[src/rtl/freq_meter_pkg.sv]
// Shared types and default sizing for the gated frequency meter.
package freq_meter_pkg;

    typedef enum logic [1:0] {
        IDLE  = 2'd0,
        GATE  = 2'd1,
        LATCH = 2'd2
    } state_e;

    localparam int GATE_CYCLES_DEFAULT = 50_000_000;
    localparam int CNT_W_DEFAULT       = 26;

endpackage

[src/rtl/freq_meter_sig_sync_edge.sv]
// Conditions the measured signal and emits a one-cycle pulse on each rising edge.
// FREQ_METER_SYNC_EN adds a 2-flop synchronizer in front of the history flop.
module freq_meter_sig_sync_edge (
    input  logic clk,
    input  logic srst,
    input  logic sig_in,
    output logic edge_out
);
    logic sig_s;
    logic prev_q, prev_d;

`ifdef FREQ_METER_SYNC_EN
    logic [1:0] sync_q, sync_d;

    always_comb begin
        sync_d = {sync_q[0], sig_in};
    end

    always_ff @(posedge clk) begin
        if (srst) begin
            sync_q <= '0;
        end else begin
            sync_q <= sync_d;
        end
    end

    assign sig_s = sync_q[1];
`else
    assign sig_s = sig_in;
`endif

    // History runs in every FSM state so a level held across gate entry is not an edge.
    always_comb begin
        prev_d = sig_s;
    end

    always_ff @(posedge clk) begin
        if (srst) begin
            prev_q <= 1'b0;
        end else begin
            prev_q <= prev_d;
        end
    end

    assign edge_out = sig_s & ~prev_q;

endmodule

[src/rtl/freq_meter.sv]
// Gated edge counter: counts rising edges of iSig over GATE_CYCLES clocks and strobes the result.
// Define FREQ_METER_SYNC_EN to synchronize an asynchronous iSig before edge detection.
module freq_meter
    import freq_meter_pkg::*;
#(
    parameter int GATE_CYCLES = GATE_CYCLES_DEFAULT,
    parameter int CNT_W       = CNT_W_DEFAULT
) (
    input  logic             iClk,
    input  logic             iRst,
    input  logic             iEn,
    input  logic             iSig,
    output logic [CNT_W-1:0] oFreq,
    output logic             oValid,
    output logic             oOvf,
    output logic             oBusy
);
    localparam int                GATE_W    = $clog2(GATE_CYCLES);
    localparam logic [GATE_W-1:0] GATE_LAST = GATE_W'(GATE_CYCLES - 1);
    localparam logic [CNT_W-1:0]  CNT_MAX   = {CNT_W{1'b1}};

    state_e            state_q, state_d;
    logic [GATE_W-1:0] gate_cnt_q, gate_cnt_d;
    logic [CNT_W-1:0]  cnt_q, cnt_d;
    logic [CNT_W-1:0]  freq_q, freq_d;
    logic              sat_q, sat_d;
    logic              ovf_q, ovf_d;
    logic              valid_q, valid_d;
    logic              edge_pulse;
    logic              gating;

    freq_meter_sig_sync_edge u_edge (
        .clk     (iClk),
        .srst    (iRst),
        .sig_in  (iSig),
        .edge_out(edge_pulse)
    );

    always_ff @(posedge iClk) begin
        if (iRst) begin
            state_q <= IDLE;
        end else begin
            state_q <= state_d;
        end
    end

    // Dropping iEn wins over reaching the last gate cycle: an aborted window never reports.
    always_comb begin
        state_d = state_q;
        unique case (state_q)
            IDLE:    if (iEn) state_d = GATE;
            GATE: begin
                if (!iEn) begin
                    state_d = IDLE;
                end else if (gate_cnt_q == GATE_LAST) begin
                    state_d = LATCH;
                end
            end
            LATCH:   state_d = iEn ? GATE : IDLE;
            default: state_d = IDLE;
        endcase
    end

    assign gating = (state_q == GATE) && iEn;

    always_comb begin
        gate_cnt_d = '0;
        cnt_d      = '0;
        sat_d      = 1'b0;
        freq_d     = freq_q;
        ovf_d      = ovf_q;
        valid_d    = 1'b0;
        if (gating) begin
            gate_cnt_d = gate_cnt_q + GATE_W'(1);
            cnt_d      = cnt_q;
            sat_d      = sat_q;
            if (edge_pulse) begin
                if (cnt_q == CNT_MAX) begin
                    sat_d = 1'b1;
                end else begin
                    cnt_d = cnt_q + CNT_W'(1);
                end
            end
        end
        if (state_q == LATCH) begin
            freq_d  = cnt_q;
            ovf_d   = sat_q;
            valid_d = 1'b1;
        end
    end

    always_ff @(posedge iClk) begin
        if (iRst) begin
            gate_cnt_q <= '0;
            cnt_q      <= '0;
            sat_q      <= 1'b0;
            freq_q     <= '0;
            ovf_q      <= 1'b0;
            valid_q    <= 1'b0;
        end else begin
            gate_cnt_q <= gate_cnt_d;
            cnt_q      <= cnt_d;
            sat_q      <= sat_d;
            freq_q     <= freq_d;
            ovf_q      <= ovf_d;
            valid_q    <= valid_d;
        end
    end

    assign oFreq  = freq_q;
    assign oOvf   = ovf_q;
    assign oValid = valid_q;
    assign oBusy  = (state_q == GATE);

endmodule

[config.mk]
export PLATFORM = sky130hd
export DESIGN_NAME = freq_meter
export DESIGN_NICKNAME = d
export VERILOG_FILES = /design/src/rtl/freq_meter_pkg.sv /design/src/rtl/freq_meter_sig_sync_edge.sv /design/src/rtl/freq_meter.sv
export SDC_FILE = /design/constraint.sdc
export NUM_CORES = 1
export LEC_CHECK = 0
export CELL_PAD_IN_SITES_DETAIL_PLACEMENT = 1
export CELL_PAD_IN_SITES_GLOBAL_PLACEMENT = 1
export CORE_UTILIZATION = 40
export DETAILED_ROUTE_END_ITERATION = 16
export HOLD_SLACK_MARGIN = 0.08
export PLACE_DENSITY_LB_ADDON = 0.1
export SKIP_CTS_REPAIR_TIMING = 1
export SYNTH_ARGS = -nofsm -noshare
export SYNTH_HDL_FRONTEND = slang
export SYNTH_SLANG_ARGS = --single-unit
[constraint.sdc]
create_clock -name iClk -period 2.5 [get_ports iClk]
set_input_delay 0.5 -clock iClk [delete_from_list [all_inputs] [get_ports iClk]]
set_output_delay 0.5 -clock iClk [all_outputs]
set_load 0.03 [all_outputs]
==> flow_summary_export.csv <==
group,metric,value,unit
logic_synthesis,syn_area_per_cell,8.357,sq um
min_path,timing.hold.worst_endpoint,"oFreq[7]$_SDFFE_PP0N_",
timing,finalWorstSetupSlack,323.4,ps
critical_path,timing.setup.critical_path_class,"flop to output port",
logic_synthesis,synth_adder_area_share,0.007112,
power_and_ir_drop,fin_total_pwr,2.321,mW
global_routing,first_global_vias,3001,
logic_synthesis,synthesized_area_fraction_occupied_by_and_or_nand_nor_cells,0.2930,
logic_synthesis,area_contributors_post_synth,"dfxtp_1, nand2_1, xnor2_1",
layout,finish.instance_area,4190,sq um
timing,layout_worst_path_cycle_share,0.8706,
timing,setup-tns-final,0,ps
cts,clock_latency,360,ps
drt,drt_drc_violations_left,0,
critical_path,worstReg2RegEnd,"cnt_q[21]$_SDFFE_PP0P_",
logic_synthesis,yosys.area_share.xor_xnor,0.09211,
die,core_region_area,8382,sq um
logic_synthesis,ys_ff_latch,84,
place,dpl-instance-area,4006,sq um
drt,drtIter0Drc,70,
drt,drt_first_pass_iters,4,
logic_synthesis,yosys-top-cells-count,"dfxtp_1, nand2_1, nor2_1, a21oi_1, xnor2_1",
min_path,hp-start,"oFreq[7]$_SDFFE_PP0N_",
die,fp.dieArea,9175,sq um
global_routing,gr-usage-all-layers,0.1968,
drt,routed_wirelength,8.162,mm
critical_path,crit_fanout,5,
logic_synthesis,yosysTopAreaCell,"dfxtp_1",
logic_synthesis,muxShareOfSynthArea,0.002845,
critical_path,cp.arrival,1680,ps
logic_synthesis,synthesis.yosys.warnings,0,
cts,sinks_on_clock_net,84,
critical_path,endpoint_kind,"output port",
timing,timing_max_transition_violations_final,0,
critical_path,timing.critical_path.required,2000,ps
logic_synthesis,async_reset_ff_frac,0,
cts,clk_path_buf_depth,2,
cts,htree_levels,3,
timing,timing.final.setup_violations,0,
drt,routed_wire_length_per_instance,14.37,microns
logic_synthesis,yosysMostFrequentCell,"dfxtp_1",
power_and_ir_drop,max-vdd-ir-drop,0.0003823,V
drt,vias,3001,
timing,tightest_slew,636.8,ps
logic_synthesis,synth-compound-area-share,0.09673,
timing,post-route-min-period,2177,ps
run_status,run_status,"finished, final reports clean",
layout,fillCellCount,1033,
place,gp_congestion,0.7981,
logic_synthesis,synthDistinctLibCells,37,
cts,clk_transition_reported_paths,70,ps
die,die_width,95.79,microns
min_path,whs_path_depth,2,
logic_synthesis,post_synth_inst_count,421,
logic_synthesis,combinational_family_with_the_most_area_after_synthesis,"simple AND/OR/NAND/NOR gates",
power_and_ir_drop,cellPowerDensity,553.8,nW/um^2
logic_synthesis,synth_nets,427,
flow_run,maxCapViolCount,0,
drt,route.antenna.remaining_nets,0,
timing,clock.fmax,459.4,MHz
layout,drive_above_1_share,0.07343,
cts,clock-root-buffer,"clkbuf_8",
global_routing,pin_count_of_the_biggest_net_entering_global_routing,27,
min_path,worstHoldPathType,"flop to flop",
die,num_rows,33,
logic_synthesis,synth_largest_type_area_fraction,0.4780,
layout,multi_input_comb_area,1733,sq um
global_routing,grt_first_pass_wirelength,13.83,mm
logic_synthesis,syn-cell-area,3518,sq um
power_and_ir_drop,power_leakage,1.340,nW
critical_path,rr_worst_depth,6,
logic_synthesis,post_synth_edffs,0,
layout,num_antenna_cells,0,
drt,viasPerCell,5.283,
layout,layout.cells.non_filler,568,
critical_path,r2r-start,"cnt_q[0]$_SDFFE_PP0P_",
global_routing,antenna_found_initial,0,
place,place_worst_setup_slack,167.5,ps
layout,finalNetCount,464,
cts,clock_tree_from_tritoncts,"done",
die,pin_count,33,
die,initial_core_util,0.4198,
timing,max_slew_headroom,0.5735,
timing,grt_setup_unrepaired,"false",
cts,num_cts_buffers,9,
timing,clock_skew,10.67,ps
die,floorplan.die.height,95.79,microns
place,hpwl,5.785,mm
critical_path,rrSetupSlack,400,ps
layout,synthToLayoutAreaGrowth,19.10,%
logic_synthesis,synth_sequential_area_ratio,0.4780,
global_routing,global_route.overflow_total,0,
critical_path,critPathLaunchType,"flop",
layout,sequential_cell_area,1682,sq um
place,buffer_ports.inserted,32,
place,placed_cells,552,
timing,hold_viol,0,
logic_synthesis,yosys_most_used_dff,"dfxtp_1",
critical path: stages (launching register included):
cell and delay (ps):
dfxtp_1 390, nor2b_1 230, clkdlybuf4s50_1 710
worst max path at each step:
stage                            startpoint                      to  slack [ps]
global route        state_q[0]$_SDFFE_PP0P_                   oBusy         210
finish              state_q[0]$_SDFFE_PP0P_                   oBusy         320
floorplan             cnt_q[0]$_SDFFE_PP0P_  cnt_q[21]$_SDFFE_PP0P_         760
detailed placement                     iSig  cnt_q[24]$_SDFFE_PP0P_         170
global placement                       iSig  cnt_q[21]$_SDFFE_PP0P_         300
CTS                 state_q[0]$_SDFFE_PP0P_                   oBusy         270
layout by cell type (no fill, tap or decap), types with 3 or more instances in the layout:
master	Yosys	final
a211oi_1	3	3
a21oi_1	43	43
and2_1	5	5
and3_1	6	6
and4_1	7	7
buf_4	1	12
clkbuf_8	0	9
clkdlybuf4s50_1	0	32
clkinv_2	0	3
dfxtp_1	84	84
inv_1	8	8
nand2_1	75	75
nand2b_1	5	5
nand3_1	18	18
nand4_1	9	9
nand4_2	3	3
nor2_1	44	44
nor2b_1	4	3
nor3_1	12	12
nor3b_1	3	3
nor4_1	6	6
o21ai_0	8	8
or3_1	6	6
xnor2_1	29	29
xor2_1	8	8
final cells by class:
type | instances | share of cell area
Clock inverter | 5 | 0.01254
Inverter | 8 | 0.007166
Tap cell | 105 | 0.03135
Multi-Input combinational cell | 310 | 0.4136
Timing Repair Buffer | 45 | 0.1027
Sequential cell | 84 | 0.4013
Clock buffer | 11 | 0.03135
registers in the layout (all words and copies together), names as in the netlist:
| register | flops |
|---|---|
| oOvf | 1 |
| oValid | 1 |
| state_q | 2 |
| gate_cnt_q | 26 |
| u_edge.prev_q | 1 |
| cnt_q | 26 |
| sat_q | 1 |
| oFreq | 26 |
cells by family after synthesis:
group	count (synthesis)
buffers and inverters	27
DFF	84
adders and majority gates	2
muxes	1
and+or+nand+nor	208
AOI/OAI and AO/OA	62
xor gates and xnor gates	37
power by group:
| part | internal (mW) | switching [mW] | total (mW) |
|---|---|---|---|
| logic | 0.0165 | 0.0255 | 0.0420 |
| clock network | 0.457 | 0.480 | 0.938 |
| registers | 1.34 | 0.00227 | 1.34 |
per-stage QoR:
| stage | hold slack (ps) | util |
|---|---|---|
| after floorplan | 431.7 | - |
| after global placement | 442.6 | 0.4780 |
| after detailed placement | 448.9 | 0.4780 |
| after CTS | 459.5 | 0.4999 |
| after global routing | 476.3 | 0.4999 |
| final | 455.2 | 0.4999 |
metal layers:
| metal | part of all wire | wire length [microns] | global-route usage | vias to the layer above |
|---|---|---|---|---|
| met5 | 0 | 0 | 0 | - |
| met2 | 0.46 | 3745 | 0.3262 | 35 |
| li1 | - | - | - | 1502 |
| met3 | 0.029 | 236 | 0.04739 | 12 |
| met4 | 0.014 | 116 | 0.07836 | 0 |
| met1 | 0.50 | 4064 | 0.2455 | 1452 |
No activity file was read; power rests on OpenSTA's default activity.
